==> src/rtl/tlc_pkg.sv <==
// tlc_pkg: shared state encoding, lamp codes and default durations for the traffic light controller.
package tlc_pkg;
  typedef enum logic [2:0] {
    NS_GREEN  = 3'd0,
    NS_YELLOW = 3'd1,
    ALLRED_A  = 3'd2,
    EW_GREEN  = 3'd3,
    EW_YELLOW = 3'd4,
    ALLRED_B  = 3'd5,
    FLASH     = 3'd6
  } state_t;
  localparam logic [2:0] RED    = 3'b100;
  localparam logic [2:0] YELLOW = 3'b010;
  localparam logic [2:0] GREEN  = 3'b001;
  localparam logic [2:0] DARK   = 3'b000;
  localparam int GREEN_T_DEF  = 20;
  localparam int YELLOW_T_DEF = 3;
  localparam int ALLRED_T_DEF = 2;
  localparam int WALK_T_DEF   = 10;
endpackage

==> src/rtl/tlc_timer.sv <==
// tlc_timer: tick-enabled 8-bit phase counter; o_done fires on the tick that completes i_dur ticks.
module tlc_timer (
  input  logic       clk,
  input  logic       rst,
  input  logic       i_tick,
  input  logic       i_clr,
  input  logic [7:0] i_dur,
  output logic [7:0] o_count,
  output logic       o_done
);
  logic [7:0] r_count;
  always_ff @(posedge clk or negedge rst)
    if (!rst) r_count <= '0;
    else if (i_clr) r_count <= '0;
    else if (i_tick) r_count <= r_count + 8'd1;
  assign o_count = r_count;
  assign o_done  = i_tick && (r_count == i_dur - 8'd1);
endmodule

==> src/rtl/traffic_light_ctrl.sv <==
// traffic_light_ctrl: two-way intersection sequencer with pedestrian walk phases.
// Night flashing mode is built only when TLC_NIGHT_FLASH_EN is defined.
module traffic_light_ctrl
  import tlc_pkg::*;
#(
  parameter int GREEN_T  = GREEN_T_DEF,
  parameter int YELLOW_T = YELLOW_T_DEF,
  parameter int ALLRED_T = ALLRED_T_DEF,
  parameter int WALK_T   = WALK_T_DEF
) (
  input  logic       clk,
  input  logic       rst,
  input  logic       tick,
  input  logic       ped_req_ns,
  input  logic       ped_req_ew,
  input  logic       night,
  output logic [2:0] lamp_ns,
  output logic [2:0] lamp_ew,
  output logic       walk_ns,
  output logic       walk_ew,
  output logic [2:0] phase
);
  state_t     r_state, w_next;
  logic [7:0] w_count, w_dur;
  logic       w_done, w_night, w_chg, w_enter_ns, w_enter_ew;
  logic       r_pend_ns, r_pend_ew, r_walk_en_ns, r_walk_en_ew, r_flash;
  logic [2:0] w_lamp_ns, w_lamp_ew, r_lamp_ns, r_lamp_ew, r_phase;
  logic       w_walk_ns, w_walk_ew, r_walk_ns, r_walk_ew;
`ifdef TLC_NIGHT_FLASH_EN
  assign w_night = night;
`else
  assign w_night = night & 1'b0;
`endif
  always_comb
    w_dur = (r_state == NS_GREEN  || r_state == EW_GREEN)  ? 8'(GREEN_T)  :
            (r_state == NS_YELLOW || r_state == EW_YELLOW) ? 8'(YELLOW_T) :
            8'(ALLRED_T);
  tlc_timer u_timer (
    .clk     (clk),
    .rst     (rst),
    .i_tick  (tick),
    .i_clr   (w_chg),
    .i_dur   (w_dur),
    .o_count (w_count),
    .o_done  (w_done)
  );
  // Night cuts a green short but always runs yellow and all-red before flashing.
  always_comb begin
    w_next = r_state;
    case (r_state)
      NS_GREEN:  w_next = (w_done || (w_night && tick)) ? NS_YELLOW : r_state;
      NS_YELLOW: w_next = w_done ? ALLRED_A : r_state;
      ALLRED_A:  w_next = w_done ? (w_night ? FLASH : EW_GREEN) : r_state;
      EW_GREEN:  w_next = (w_done || (w_night && tick)) ? EW_YELLOW : r_state;
      EW_YELLOW: w_next = w_done ? ALLRED_B : r_state;
      ALLRED_B:  w_next = w_done ? (w_night ? FLASH : NS_GREEN) : r_state;
      FLASH:     w_next = w_night ? FLASH : ALLRED_B;
      default:   w_next = ALLRED_B;
    endcase
  end
  assign w_chg      = (w_next != r_state);
  assign w_enter_ns = w_chg && (w_next == NS_GREEN);
  assign w_enter_ew = w_chg && (w_next == EW_GREEN);
  always_ff @(posedge clk or negedge rst)
    if (!rst) begin
      r_state      <= ALLRED_B;
      r_pend_ns    <= 1'b0;
      r_pend_ew    <= 1'b0;
      r_walk_en_ns <= 1'b0;
      r_walk_en_ew <= 1'b0;
      r_flash      <= 1'b1;
    end else begin
      r_state      <= w_next;
      r_pend_ns    <= (r_state == FLASH || w_enter_ns) ? 1'b0 : (r_pend_ns | ped_req_ns);
      r_pend_ew    <= (r_state == FLASH || w_enter_ew) ? 1'b0 : (r_pend_ew | ped_req_ew);
      r_walk_en_ns <= w_enter_ns ? (r_pend_ns | ped_req_ns) : r_walk_en_ns;
      r_walk_en_ew <= w_enter_ew ? (r_pend_ew | ped_req_ew) : r_walk_en_ew;
      r_flash      <= (r_state != FLASH) ? 1'b1 : (r_flash ^ tick);
    end
  always_comb begin
    w_lamp_ns = RED;
    w_lamp_ew = RED;
    case (r_state)
      NS_GREEN:  w_lamp_ns = GREEN;
      NS_YELLOW: w_lamp_ns = YELLOW;
      EW_GREEN:  w_lamp_ew = GREEN;
      EW_YELLOW: w_lamp_ew = YELLOW;
      FLASH: begin
        w_lamp_ns = r_flash ? YELLOW : DARK;
        w_lamp_ew = r_flash ? YELLOW : DARK;
      end
      default: ;
    endcase
  end
  assign w_walk_ns = (r_state == NS_GREEN) && r_walk_en_ns && (w_count < 8'(WALK_T));
  assign w_walk_ew = (r_state == EW_GREEN) && r_walk_en_ew && (w_count < 8'(WALK_T));
  always_ff @(posedge clk or negedge rst)
    if (!rst) begin
      r_lamp_ns <= RED;
      r_lamp_ew <= RED;
      r_walk_ns <= 1'b0;
      r_walk_ew <= 1'b0;
      r_phase   <= ALLRED_B;
    end else begin
      r_lamp_ns <= w_lamp_ns;
      r_lamp_ew <= w_lamp_ew;
      r_walk_ns <= w_walk_ns;
      r_walk_ew <= w_walk_ew;
      r_phase   <= r_state;
    end
  assign lamp_ns = r_lamp_ns;
  assign lamp_ew = r_lamp_ew;
  assign walk_ns = r_walk_ns;
  assign walk_ew = r_walk_ew;
  assign phase   = r_phase;
endmodule
==> config.mk <==
export PLATFORM = sky130hd
export DESIGN_NAME = traffic_light_ctrl
export DESIGN_NICKNAME = d
export VERILOG_FILES = /design/src/rtl/tlc_pkg.sv /design/src/rtl/tlc_timer.sv /design/src/rtl/traffic_light_ctrl.sv
export SDC_FILE = /design/constraint.sdc
export NUM_CORES = 1
export LEC_CHECK = 0
export ABC_CLOCK_PERIOD_IN_PS = 2950
export CORE_ASPECT_RATIO = 0.75
export CORE_MARGIN = 4
export CORE_UTILIZATION = 49
export CTS_CLUSTER_DIAMETER = 120
export DETAILED_ROUTE_END_ITERATION = 10
export PLACE_DENSITY = 0.7
export SLEW_MARGIN = 40
export SYNTH_ARGS = -nofsm -noshare
export SYNTH_HDL_FRONTEND = slang
export SYNTH_SLANG_ARGS = --single-unit
export TNS_END_PERCENT = 50
==> constraint.sdc <==
create_clock -name clk -period 2.95 [get_ports clk]
set_input_delay 0.59 -clock clk [delete_from_list [all_inputs] [get_ports clk]]
set_output_delay 0.59 -clock clk [all_outputs]
set_load 0.05 [all_outputs]
==> results of run 1 <==
through the flow:
stage                     instances  utilization (%)
after floorplan                 119                -
after detailed placement        164             60.6
after global routing            168             61.7
final                           168             61.7
after CTS                       168             61.7
after global placement          164             60.6
layout by cell type (no fill, tap or decap), types with 2 or more instances in the layout:
cell                              count
sky130_fd_sc_hd__clkdlybuf4s50_1     15
sky130_fd_sc_hd__inv_1                3
sky130_fd_sc_hd__dfrtp_1             20
sky130_fd_sc_hd__and3_1               2
sky130_fd_sc_hd__nor2_1              10
sky130_fd_sc_hd__buf_4                2
sky130_fd_sc_hd__o22a_2               2
sky130_fd_sc_hd__o31ai_1              2
sky130_fd_sc_hd__a21oi_1              6
sky130_fd_sc_hd__clkbuf_4             3
sky130_fd_sc_hd__o21ai_0              2
sky130_fd_sc_hd__nand2_1             10
sky130_fd_sc_hd__xor2_1               3
sky130_fd_sc_hd__xnor2_1              5
sky130_fd_sc_hd__dfstp_2              7
sky130_fd_sc_hd__nor3_1               8
sky130_fd_sc_hd__mux2i_1              2
sky130_fd_sc_hd__nor4_1               2
sky130_fd_sc_hd__or3_1                3
sky130_fd_sc_hd__nand4_1              5
area by class of cell:
class                           instances  area [um2]
Fill cell                             223         920
Sequential cell                        27         684
Multi-Input combinational cell         83         552
Timing Repair Buffer                   17         165
Tap cell                               34        42.5
Clock buffer                            3        22.5
Inverter                                3        11.3
Clock inverter                          1        5.00
state kept, by name, indices dropped and copies added, names as in the netlist:
register and count:
lamp_ew 3, lamp_ns 3, phase 3, r_flash 1
r_pend_ew 1, r_pend_ns 1, r_state 3, r_walk_en_ew 1
r_walk_en_ns 1, u_timer.o_count 8, walk_ew 1, walk_ns 1
final timing paths:
path | from | endpoint | slack (ns)
max | lamp_ns[2] | lamp_ns[2] | 0.70
min | r_state[0] | phase[0] | 0.45
max reg2reg | r_state[2] | u_timer.o_count[0] | 0.89
min reg2reg | r_state[0] | phase[0] | 0.45
max in group asynchronous | rst | lamp_ew[2] | 2.03
min in group asynchronous | rst | u_timer.o_count[5] | 0.61
metal layers:
metal | GRT usage, % | up-vias | wire, um
li1 | - | 467 | -
met1 | 25.0 | 465 | 1230
met2 | 24.0 | 25 | 1140
met3 | 5.79 | 4 | 135
met4 | 5.72 | 0 | 35
met5 | 0 | - | 0
where the power goes:
group | leakage (uW) | switching [uW] | internal [uW]
Sequential | 0.000329 | 143 | 493
Combinational | 0.000252 | 353 | 228
Clock | 0.0000177 | 107 | 50.9
cells by family after synthesis:
kind of cell | count (synthesis) | synth area share [%]
AO/OA/AOI/OAI | 21 | 12.1
buffers and inverters | 9 | 3.98
adder cells (fa/ha/maj) | 1 | 0.972
flip-flops | 27 | 53.2
multiplexers | 2 | 1.55
XOR/XNOR | 8 | 5.44
AND/OR/NAND/NOR | 51 | 22.8
==> results list, run 1 <==
* Sink Count: 27
* Maximum capacitance violations: 0
* Status: complete, no violations
* Worst slack, placed: 0.594 ns
- Synthesis inferred 27 register bits.
- In this run the number of H-tree levels came out at 1.
- Clock tree synthesis inserted a total of 3 buffers.
* Type of the tightest min-delay check: reg2reg
- Depth of the critical timing path with buffers and inverters included: 1
- Count of buffers inserted at the top-level ports: 15
- Cell area power density: 928 nW/um2
- Number of design-rule violations left by the first detailed-router iteration: 73
- Portion of synthesized cell area occupied by the leading cell type: 38.9%
- Yosys attributes the largest share of cell area to sky130_fd_sc_hd__dfrtp_1, sky130_fd_sc_hd__dfstp_2, sky130_fd_sc_hd__xnor2_1, sky130_fd_sc_hd__nor3_1, sky130_fd_sc_hd__nand2_1.
* Floorplan row count: 15
- Across the VDD grid, the largest voltage drop is 0.413 mV.
- After the last flow step, the layout net total stands at 142.
- Compared with the post-synthesis result, the final layout area differs by 15.2%.
- Post-synthesis average cell area: 10.8 um2
- Overall power consumption: 1380 uW
- Number of remaining DRC errors: 0
* Slew at the pin closest to its max-slew limit: 0.609 ns
- Worst relative slew slack: 59.2%
- ANT nets after route: 0
- STA puts the critical path data required time at 2.36 ns.
* Category of the critical setup timing path: reg2out
* Placed inst area: 1460 um2
- Count of pins on the block boundary: 17
* Number of global-route vias before repair: 915
- Hpwl dp: 1780 um
- Clock-pin slew was measured on the worst setup and hold paths at 0.14 ns.
- The worst setup path is captured at an output port.
- Number of hold-slack violations in the final timing report: 0
- The max-slew violation count came to 0.
* Worst stage delay on the critical path: 0.79 ns
* Hold bufs inserted after CTS: 0
* Vias/cell: 5.72
* Clock latency on the worst-skew pair: 0.33 ns
- Data on the critical path arrives at its endpoint at 1.66 ns.
* Congestion Overflow GR: 0
* Worst path setup slack after routing: 0.703 ns
- In the final layout, the share of cells above drive strength 1 is 16.4%.
- Kind of launch point of the worst setup path: register
* Antenna cells: 0
- Together, buffers and inverters on the worst path number 1.
- Min Tclk post-route: 2.25 ns
- Post_cts resized: 0
- Setup repair after global routing missed its margin: no
- Seq/Total Area, Yosys: 53.2%
* Number of cells on the worst hold path: 0
* Most frequent cell after synthesis: sky130_fd_sc_hd__dfrtp_1
- Count of flip-flops with a built-in enable after synthesis: 0
* Synthesized netlist cell count: 119
- The cell area that synthesis handed to floorplanning was 1290 um2.
- Total length of routed wires: 2540 um
* Initial antenna violation count: 0
- Buffer cell driving the clock tree root: sky130_fd_sc_hd__clkbuf_4
- Critical-path cell list: clkdlybuf4s50_1
- Via count: 961
- Pin count of the biggest net entering global routing: 28
- Overall die area: 3520 um2
* Floorplan Core Area: 2400 um2
- In the global route stage, overall resource usage came out at 17.3%.
- Among all flip-flop cells after synthesis, the most frequent one is sky130_fd_sc_hd__dfrtp_1.
- Dividing the final minimum period by the clock period gives 76.2%.
* Iteration count of the initial detailed-routing pass: 4
- During synthesis, Yosys emitted a total of 0 warnings.
- The die is 67.2 um wide.
- Post-CTS setup buffers: 0
* Post-synth cell types: 42
- The commonest cells after synthesis are sky130_fd_sc_hd__dfrtp_1, sky130_fd_sc_hd__nand2_1, sky130_fd_sc_hd__nor2_1.
- Final setup fails: 0
- Among all stages on the critical path, the largest delay is contributed by sky130_fd_sc_hd__clkdlybuf4s50_1.
- After routing the design area is 1480 um2.
- Cell count of the worst reg-to-reg path: 4
* Leading area contributor after synthesis: sky130_fd_sc_hd__dfrtp_1
- After routing, the total negative slack on setup checks comes to 0 ns.
- Kind of cell adding the most delay to the critical path: buffers and inverters
- From bottom edge to top edge, the die measures 52.4 um.
- When the netlist entered floorplanning its net count stood at 126.
- On the final layout, the worst clock skew is 0.00795 ns.
* Final estimated routing congestion in global placement: 0.826
* Max Buffers Root-to-Sink: 2
- Leakage power: 0.000598 uW
* Initial core utilization: 53.6%
* Critical path peak fanout: 1
* Global-route wire length before repair: 4470 um
* Average detailed-routed wire length per instance: 15.1 um
- Hold timing on the final database bottoms out at a slack of 0.454 ns.
- TritonCTS built the clock tree.
- Maximum achievable frequency: 445 MHz
- In the synthesized netlist the async set-or-reset flop fraction comes to 100%.
Note: power is estimated with default switching activity, not from simulation.
==> run 2: changes to the inputs <==
--- a/config.mk
+++ b/config.mk
@@ -5,7 +5,7 @@
 export SDC_FILE = /design/constraint.sdc
 export NUM_CORES = 1
 export LEC_CHECK = 0
-export ABC_CLOCK_PERIOD_IN_PS = 2950
+export ABC_CLOCK_PERIOD_IN_PS = 2200
 export CORE_ASPECT_RATIO = 0.75
 export CORE_MARGIN = 4
 export CORE_UTILIZATION = 49
==> constraint.sdc (replaced) <==
create_clock -name clk -period 2.2 [get_ports clk]
set_input_delay 0.44 -clock clk [delete_from_list [all_inputs] [get_ports clk]]
set_output_delay 0.44 -clock clk [all_outputs]
set_load 0.05 [all_outputs]
==> run 2 against run 1 <==
Largest cell class unchanged; critical path type unchanged; sequential share of layout area down 1.1 points; cell count up 3.0%; hold slack worse by 0.0017 ns; sequential power up 29%; die area unchanged; first-iteration DRC count down 41%; highest routed layer unchanged; combinational power up 48%; register-to-register slack worse by 0.60 ns; design area up 2.5%; clock skew down 0.0033 ns; setup slack worse by 0.61 ns; total power up 38%.
==> results list, run 2 (synthesized netlist as in run 1, its figures left out) <==
- The run finished with clean final reports.
- The number of search-and-repair iterations in the first detailed-routing pass was 4 (unchanged).
- TritonCTS built the clock tree.
- Global-route wire length before repair: 4590 um (+2.6%)
* Count of final max-slew check failures: 0 (unchanged)
- Placed inst area: 1490 um2 (+2.6%)
- The overall routing resource usage came to 17.4% (+0.15 points).
- The final non-filler cell area came to 1520 um2 (+2.5%).
- Startpoint of the most critical register-to-register path: u_timer.o_count[4]
- The initial standard-cell utilization of the core was 53.6% (unchanged).
* Post-CTS setup buffers: 0 (unchanged)
- The width of the chip was 67.2 um (unchanged).
* Leakage power: 0.000622 uW (+3.9%)
* Number of hold-slack violations in the final timing report: 0 (unchanged)
- Cell area power density: 1250 nW/um2 (+34%)
- Post_cts resized: 0 (unchanged)
- ANT nets after route: 0 (unchanged)
* Sum Neg Setup Slack: 0 ns (unchanged)
* Final estimated routing congestion in global placement: 0.860 (+4.2%)
- Worst stage delay on the critical path: 0.79 ns (about the same)
- Via count: 992 (+3.2%)
- Kind of cell adding the most delay to the critical path: buffers and inverters
* Signal arrival time at the worst endpoint: 1.67 ns (about the same)
- Power share of the sequential group: 43.4% (-2.8 points)
* Slew at the pin closest to its max-slew limit: 0.610 ns (+0.000459 ns)
- Average detailed-routed wire length per instance: 15.1 um (about the same)
- The count of endpoints failing setup in the final report was 0 (unchanged).
* Fraction of final layout cells with drive strength greater than 1: 19.4% (+3.0 points)
- Following the worst setup path forward leads to its endpoint at phase[2].
- Floorplan Core Area: 2400 um2 (unchanged)
* Clock latency on the worst-skew pair: 0.33 ns (about the same)
- The final layout net count was 147 (+3.5%).
- Sw frac: 43.3% (-0.63 points)
- The initial antenna violation count came to 0 (unchanged).
* Number of design-rule violations left by the first detailed-router iteration: 43 (-41%)
- Setup repair after global routing missed its margin: no
* Count of pins on the block boundary: 17 (unchanged)
* Vias/cell: 5.73 (+0.24%)
- The count of standard-cell rows was 15 (unchanged).
- The via count of the first global-routing pass was 980 (+7.1%).
- Critical-path cell list: clkdlybuf4s50_1
* Category of the critical setup timing path: reg2out
- The min-delay analysis places its worst path in the category reg2reg.
- The internal cell power came to 1070 uW (+39%).
- The pin count of the biggest net entering global routing was 28 (unchanged).
- In the finished design, the share of the clock period the worst path needs comes to 95.8%.
- Antenna cells: 0 (unchanged)
- Total length of routed wires: 2620 um (+2.9%)
* Min Tclk post-route: 2.11 ns
* Cell count of the worst reg-to-reg path: 4 (unchanged)
* Worst relative slew slack: 59.2% (about the same)
* Worst slack, placed: 0.129 ns (-0.465 ns)
- Number of remaining DRC errors: 0 (unchanged)
- The number of cells traversed by the worst hold path is 0 (unchanged).
- Worst path setup slack after routing: 0.0925 ns (-0.610 ns)
- The overflow left after global routing came to 0 (unchanged).
* Critical path required time: 1.76 ns (-0.60 ns)
* Setup crit end kind: output port
- Area Growth Syn to Fin: 18.1%
* Largest register FFs: 8 (unchanged)
- The die area is 3520 um2 (unchanged).
* Power share of the combinational group: 45.4% (+3.1 points)
* Buffer cell driving the clock tree root: sky130_fd_sc_hd__clkbuf_4
- The count of hold buffers inserted by post-cts repair is 0 (unchanged).
- The sink count of the clock tree came to 27 (unchanged).
- The clock-pin transition on the worst setup and hold timing paths was 0.14 ns (about the same).
- Depth of the critical timing path with buffers and inverters included: 1 (unchanged)
* Die Height: 52.4 um (unchanged)
- The maximum fanout along the worst path was 1 (unchanged).
- The switching power of the nets is 819 uW (+36%).
* Reg-to-reg setup timing slack: 0.29 ns (-0.60 ns)
- Leaving out fill and tap cells, the most frequent cells in the layout are sky130_fd_sc_hd__dfrtp_1, sky130_fd_sc_hd__clkdlybuf4s50_1, sky130_fd_sc_hd__nand2_1, sky130_fd_sc_hd__nor2_1, sky130_fd_sc_hd__nor3_1.
- The worst clock skew is 0.00462 ns (-0.00333 ns).
- Static timing analysis puts the maximum clock frequency at 474 MHz.
* Most frequent standard cell in the layout excluding fill and tap cells: sky130_fd_sc_hd__dfrtp_1
- Among all stages on the critical path, the largest delay is contributed by sky130_fd_sc_hd__clkdlybuf4s50_1.
- The worst register-to-register path ends at u_timer.o_count[2].
- STA classifies the critical path startpoint as a register.
* Num CTS Buffers: 3 (unchanged)
- Hpwl dp: 1900 um (+7.2%)
- Total buffers and inverters traversed by the critical path: 1 (unchanged)
- The count of buffers inserted at the top-level ports came to 15 (unchanged).
* Part of the total power dissipated in the clock network: 11.2% (-0.3 points)
- Max Buffers Root-to-Sink: 2 (unchanged)
- The H-tree depth reported by CTS is 1 (unchanged).
* Max IR drop VDD: 0.731 mV (+77%)
* Maximum capacitance violations: 0 (unchanged)
- The critical path starts at phase[2].
-- run 2: changes by cell type in the layout (fill, tap and decap cells not counted) --
cell                    change
sky130_fd_sc_hd__buf_4      +5
-- run 2: power groups by stage --
stage	combinational [uW]	clock, uW	sequential, uW
after global routing	931	243	851
final	859	212	823
after detailed placement	856	0	834
after CTS	859	220	823
after global placement	832	0	827
after floorplan	481	0	942
-- run 2: metrics by stage --
step	hold WS, ns	instances	total power, uW	utilization [%]
floorplan	0.144	119	1420	-
global placement	0.434	169	1660	62.1
detailed placement	0.436	169	1690	62.1
CTS	0.456	173	1900	63.3
global route	0.470	173	2030	63.3
finish	0.452	173	1890	63.3
-- run 2: worst min-delay path by stage --
stage,end,start,slack (ns)
after CTS,walk_ns,rst,0.46
after detailed placement,phase[0],r_state[0],0.44
after global placement,phase[0],r_state[0],0.43
final,phase[0],r_state[0],0.45
after floorplan,lamp_ew[0],rst,0.14
after global routing,walk_ns,rst,0.47
-- run 2: routing by layer --
metal,vias to the layer above,wire length (um),track usage (%),part of all wire (%)
met5,-,0,0,0
met4,0,19,4.04,0.73
met3,2,167,4.72,6.4
met2,30,1220,26.6,47
met1,480,1210,24.6,46
li1,480,-,-,-
-- run 2: final cells by class --
cell class	count	area, um2
clock buffers	3	22.5
clock inverters	1	5.00
fillers	215	882
inverters	3	11.3
multi-input cells	83	552
flip-flops and latches	27	684
well taps	34	42.5
repair buffers	22	203
